--- src/rtl/dac_update_sequencer.sv ---
// Shares the DACx0504 OPB write port among four channel requesters: SYNC/GAIN init, batched data writes, LDAC trigger.
// First write one cycle after REQ capture, then one write per WR_GAP cycles; no back-pressure, the gap counter paces the downstream FIFO.
module dac_update_sequencer #(
  parameter int          WR_GAP    = 256,
  parameter logic [15:0] INIT_GAIN = 16'h0000,
  parameter logic [15:0] SYNC_MASK = 16'h000F,
  parameter logic [15:0] TRIG_DATA = 16'h0010,
  parameter bit          AUTO_TRIG = 1'b1
) (
  input  logic        OPB_CLK,
  input  logic        OPB_RST,
  input  logic [3:0]  REQ,
  input  logic [63:0] REQ_DATA,
  output logic [3:0]  ACK,
  output logic        BUSY,
  output logic        INIT_DONE,
  output logic [31:0] M_ADDR,
  output logic [31:0] M_DI,
  output logic        M_WE,
  output logic        M_RE
);

  localparam int GW = $clog2(WR_GAP);

  typedef enum logic [2:0] {
    S_INIT_SYNC,
    S_INIT_GAIN,
    S_IDLE,
    S_WRITE,
    S_TRIG,
    S_GAP
  } state_t;

  state_t        state, state_n;
  logic [3:0]    snap, snap_n;
  logic [GW-1:0] gap_cnt;
  logic          gap_zero;
  logic          issued, issued_n;
  logic          run_q;
  logic          done_n;
  logic          we_n;
  logic [3:0]    ack_n;
  logic [3:0]    addr_q, addr_n;
  logic [15:0]   data_q, data_n;
  logic [1:0]    sel;

  assign gap_zero = (gap_cnt == '0);
  assign M_ADDR   = {28'h0, addr_q};
  assign M_DI     = {16'h0, data_q};
  assign M_RE     = 1'b0;

  always_comb begin
    state_n  = state;
    snap_n   = snap;
    issued_n = issued;
    done_n   = INIT_DONE;
    we_n     = 1'b0;
    ack_n    = 4'b0000;
    addr_n   = addr_q;
    data_n   = data_q;
    sel      = 2'd0;
    for (int i = 3; i >= 0; i--) begin
      if (snap[i]) sel = 2'(i);
    end

    case (state)
      // run_q delays the first write by one cycle after reset release
      S_INIT_SYNC: if (run_q) begin
        we_n    = 1'b1;
        addr_n  = 4'h2;
        data_n  = SYNC_MASK;
        state_n = S_INIT_GAIN;
      end
      S_INIT_GAIN: if (gap_zero) begin
        we_n    = 1'b1;
        addr_n  = 4'h4;
        data_n  = INIT_GAIN;
        state_n = S_GAP;
      end
      S_IDLE: if (INIT_DONE && (REQ != 4'b0000) && gap_zero) begin
        snap_n   = REQ;
        issued_n = 1'b0;
        state_n  = S_WRITE;
      end
      S_WRITE: begin
        if (snap == 4'b0000) begin
          if (issued && AUTO_TRIG) state_n = S_TRIG;
          else if (!gap_zero)      state_n = S_GAP;
          else                     state_n = S_IDLE;
        end else if (!REQ[sel]) begin
          snap_n[sel] = 1'b0;
        end else if (gap_zero) begin
          we_n        = 1'b1;
          ack_n[sel]  = 1'b1;
          addr_n      = {2'b10, sel};
          data_n      = REQ_DATA[{sel, 4'b0000} +: 16];
          snap_n[sel] = 1'b0;
          issued_n    = 1'b1;
        end
      end
      S_TRIG: if (gap_zero) begin
        we_n    = 1'b1;
        addr_n  = 4'h5;
        data_n  = TRIG_DATA;
        state_n = S_GAP;
      end
      S_GAP: if (gap_zero) begin
        state_n = S_IDLE;
        done_n  = 1'b1;
      end
      default: state_n = S_INIT_SYNC;
    endcase
  end

  always_ff @(posedge OPB_CLK) begin
    if (OPB_RST) begin
      state     <= S_INIT_SYNC;
      snap      <= 4'b0000;
      gap_cnt   <= '0;
      issued    <= 1'b0;
      run_q     <= 1'b0;
      INIT_DONE <= 1'b0;
      BUSY      <= 1'b0;
      M_WE      <= 1'b0;
      ACK       <= 4'b0000;
      addr_q    <= 4'h0;
      data_q    <= 16'h0000;
    end else begin
      state     <= state_n;
      snap      <= snap_n;
      issued    <= issued_n;
      run_q     <= 1'b1;
      INIT_DONE <= done_n;
      BUSY      <= (state_n != S_IDLE);
      M_WE      <= we_n;
      ACK       <= ack_n;
      addr_q    <= addr_n;
      data_q    <= data_n;
      if (we_n)           gap_cnt <= GW'(WR_GAP - 1);
      else if (!gap_zero) gap_cnt <= gap_cnt - GW'(1);
    end
  end

endmodule

--- config.mk ---
export PLATFORM = sky130hd
export DESIGN_NAME = dac_update_sequencer
export DESIGN_NICKNAME = d
export VERILOG_FILES = /design/src/rtl/dac_update_sequencer.sv
export SDC_FILE = /design/constraint.sdc
export NUM_CORES = 1
export LEC_CHECK = 0
export ABC_AREA = 1
export CORE_ASPECT_RATIO = 0.7
export CORE_UTILIZATION = 35
export DETAILED_ROUTE_END_ITERATION = 10
export PLACE_DENSITY = 0.7
export SYNTH_ARGS = -nofsm -noshare
export SYNTH_HDL_FRONTEND = slang
export SYNTH_SLANG_ARGS = --single-unit
export TNS_END_PERCENT = 50
--- constraint.sdc ---
create_clock -name OPB_CLK -period 5 [get_ports OPB_CLK]
set_clock_uncertainty 0.1 [all_clocks]
set_input_delay 0.75 -clock OPB_CLK [delete_from_list [all_inputs] [get_ports OPB_CLK]]
set_output_delay 0.75 -clock OPB_CLK [all_outputs]
set_load 0.02 [all_outputs]
==> impl_metrics.tcl <==
set metrics [dict create \
    finalHoldViolCount 0 \
    setup_tns_ns 0 \
    dp.cells 654 \
    clock.fmax_mhz 344 \
    combPwrFrac_pct 24.7 \
    numClockSinks 44 \
    cts_resized 0 \
    drc 0 \
    place_congestion 0.913 \
    setup_ws_ns 2.09 \
    clk_latency_ns 0.28 \
    p_leak_uw 0.00170 \
    slew_violations 0 \
    swShare_pct 28.9 \
    avgRoutedWirePerCell_um 13.2 \
    synth_area_per_cell_um2 6.75 \
    grt_pass1_vias 2887 \
    h-tree-depth 2 \
    internal_power_uw 716 \
    route.vias.total 3146 \
    cts_tree "yes" \
    yosys_most_used_dff "dfxtp_1" \
    synth_area_leaders "dfxtp_1 (28%), nand3_1 (14%), buf_4 (12%)" \
    syn_inst 459 \
    ys_async_sr_fraction_pct 0 \
    reg2reg_slack_ns 2.09 \
    synth_edf_count 0 \
    power.share.clock_pct 36.5 \
    worst_slew_pin_slew_ns 0.880 \
    synth_seq_cells 44 \
    ant_nets 0 \
    std_cell_rows 28 \
    io_buffers 96 \
    yosysUniqueCellTypes 26 \
    place_ws_ns 2.21 \
    seq_power_share_pct 38.7 \
    area_growth_pct 31.8 \
    ff2ff_path_depth 11 \
    fill_cells 863 \
    clk_path_buf_depth 2 \
    fp.dieH_um 80.7 \
    final_nets 612 \
    min_to "INIT_DONE$_SDFFE_PP0P_" \
    die_area_um2 9240 \
    vdd_ir_drop_max_mv 0.171 \
    r2r-end "data_q[0]$_SDFFE_PP0P_" \
    antenna_found_initial 0 \
    max-cap-violations 0 \
    syn_area_um2 3100 \
    synthDominantCellAreaShare_pct 28.4 \
    ios 142 \
    hp-start "INIT_DONE$_SDFFE_PP0P_" \
    cts_hold_buf 0 \
    final.period_utilization_pct 58.2 \
    hpwlAfterDp_um 6730 \
    drt_iter0_markers 240 \
    critPathKind "flip-flop to flip-flop" \
    clkTransAtPathRegs_ns 0.06 \
    power_uw 1010 \
    grt_max_degree 40 \
    viasPerCell 4.75 \
    cp-end-kind "flip-flop" \
    cts_made_buffers 5 \
    worstPathRequired_ns 5.12 \
    rsz0062_at_grt "false" \
    drtPass1Iterations 5 \
    setup.worst_path.start_class "flip-flop" \
    yosys_warnings 0 \
    min_period_ns 2.91 \
    core-area_um2 8510 \
    cp_max_fo 23 \
    die_w_um 114 \
    hold_class "flip-flop to flip-flop" \
    drive_above_1_share_pct 10.7 \
    postCtsSetupRepairBufs 0 \
    ys_seq_area_share_pct 28.4 \
    hold_path_depth 2 \
    root_buffer "clkbuf_16" \
    start_util_pct 36.4 \
    p_per_area_nw_per_um2 247 \
    status "finished clean" \
    wl_um 8770 \
    diodes 0 \
    setup_viol 0 \
    grt_use_total_pct 19.6 \
    synth_top_area_cell "dfxtp_1" \
    grt_pass1_wl_um 14400 \
    final_cells 662 \
    switchingPower_uw 291 \
    gr-total-overflow 0 \
    max_slew_margin_pct 41.3 \
    crit_arrival_ns 3.03 \
    timing.rr.start "snap[2]$_SDFFE_PP0P_" \
]
per-stage QoR:
stage / cell area [µm²] / hold slack [ns] / utilization, %
floorplan: 3260 / 0.350 / -
global placement: 3920 / 0.363 / 46.0
detailed placement: 3920 / 0.372 / 46.0
CTS: 4080 / 0.386 / 48.0
global route: 4080 / 0.407 / 48.0
finish: 4080 / 0.381 / 48.0
sequential cells by signal, indices dropped and copies added (netlist names):
| name | cells |
|---|---|
| addr_q | 4 |
| run_q | 1 |
| state | 3 |
| snap | 4 |
| issued | 1 |
| BUSY | 1 |
| ACK | 4 |
| M_WE | 1 |
| data_q | 16 |
| gap_cnt | 8 |
| INIT_DONE | 1 |
synth_stat cells (all sizes together), types with 3 or more instances:
master,number
nand3b,7
o21ai,13
xor2,3
buf,61
nor3,6
nor2,42
inv,43
a21oi,28
nand3,98
nand2,88
clkbuf,6
nand4,17
dfxtp,44
how the worst max path moves through the flow:
| stage | slack (ns) | to | cells past startpoint | from |
|---|---|---|---|---|
| floorplan | 3.26 | snap[3]$_SDFFE_PP0P_ | 11 | gap_cnt[0]$_SDFFE_PP0P_ |
| global placement | 2.25 | data_q[4]$_SDFFE_PP0P_ | 11 | snap[2]$_SDFFE_PP0P_ |
| detailed placement | 2.21 | data_q[1]$_SDFFE_PP0P_ | 11 | snap[2]$_SDFFE_PP0P_ |
| CTS | 2.17 | data_q[0]$_SDFFE_PP0P_ | 11 | snap[2]$_SDFFE_PP0P_ |
| global route | 1.80 | data_q[0]$_SDFFE_PP0P_ | 11 | snap[2]$_SDFFE_PP0P_ |
| finish | 2.09 | data_q[0]$_SDFFE_PP0P_ | 11 | snap[2]$_SDFFE_PP0P_ |
per-layer routing:
| metal | track usage [%] | wire length (µm) | vias up |
|---|---|---|---|
| met3 | 3.28 | 463 | 8 |
| met4 | 4.68 | 87 | 0 |
| met2 | 32.3 | 4050 | 104 |
| met1 | 26.9 | 4170 | 1456 |
| met5 | 0 | 0 | - |
| li1 | - | - | 1578 |
kinds of logic after synthesis:
| logic type | after synthesis | synth area share (%) |
|---|---|---|
| buffers and inverters | 111 | 20.6 |
| XOR/XNOR | 3 | 0.848 |
| other | 1 | 0.121 |
| AND/OR/NAND/NOR | 258 | 41.5 |
| flip-flops | 44 | 28.4 |
| adder cells (fa/ha/maj) | 1 | 0.404 |
| AO/OA/AOI/OAI | 41 | 8.07 |
final cells by class:
type	instances	area (µm²)	area share, %
repair buffers	98	976	23.9
inverters	44	165	4.04
clock buffers	6	129	3.16
well taps	120	150	3.68
multi-input cells	348	1750	42.8
flip-flops and latches	44	881	21.6
clock inverters	2	35.0	0.858
critical path: stages (launching register included):
cell	delay (ns)
dfxtp_1	0.59
inv_2	0.18
nand2_1	0.06
nand2_1	0.55
inv_1	0.23
nor2_2	0.58
nand2_1	0.11
nand3b_1	0.13
nand2_1	0.07
nand2_1	0.08
nor2_1	0.05
nor2_1	0.11
placed cells by master, fill, tap and decap left out, types with 11 or more instances in the layout:
cell type / n
nand4_1: 16
nand3_2: 12
nand2_1: 79
clkdlybuf4s50_1: 96
conb_1: 45
nor2_1: 36
nand3_1: 86
a21oi_1: 17
dfxtp_1: 44
o21ai_0: 12
a21oi_2: 11
inv_1: 34
power by group through the flow:
stage               Clock [µW]  Sequential (µW)  Combinational (µW)
floorplan                    0              405                 169
global placement             0              397                 243
detailed placement           0              397                 246
CTS                        378              390                 248
global route               392              392                 278
finish                     368              390                 249
Power figures use the tool's default switching activity.
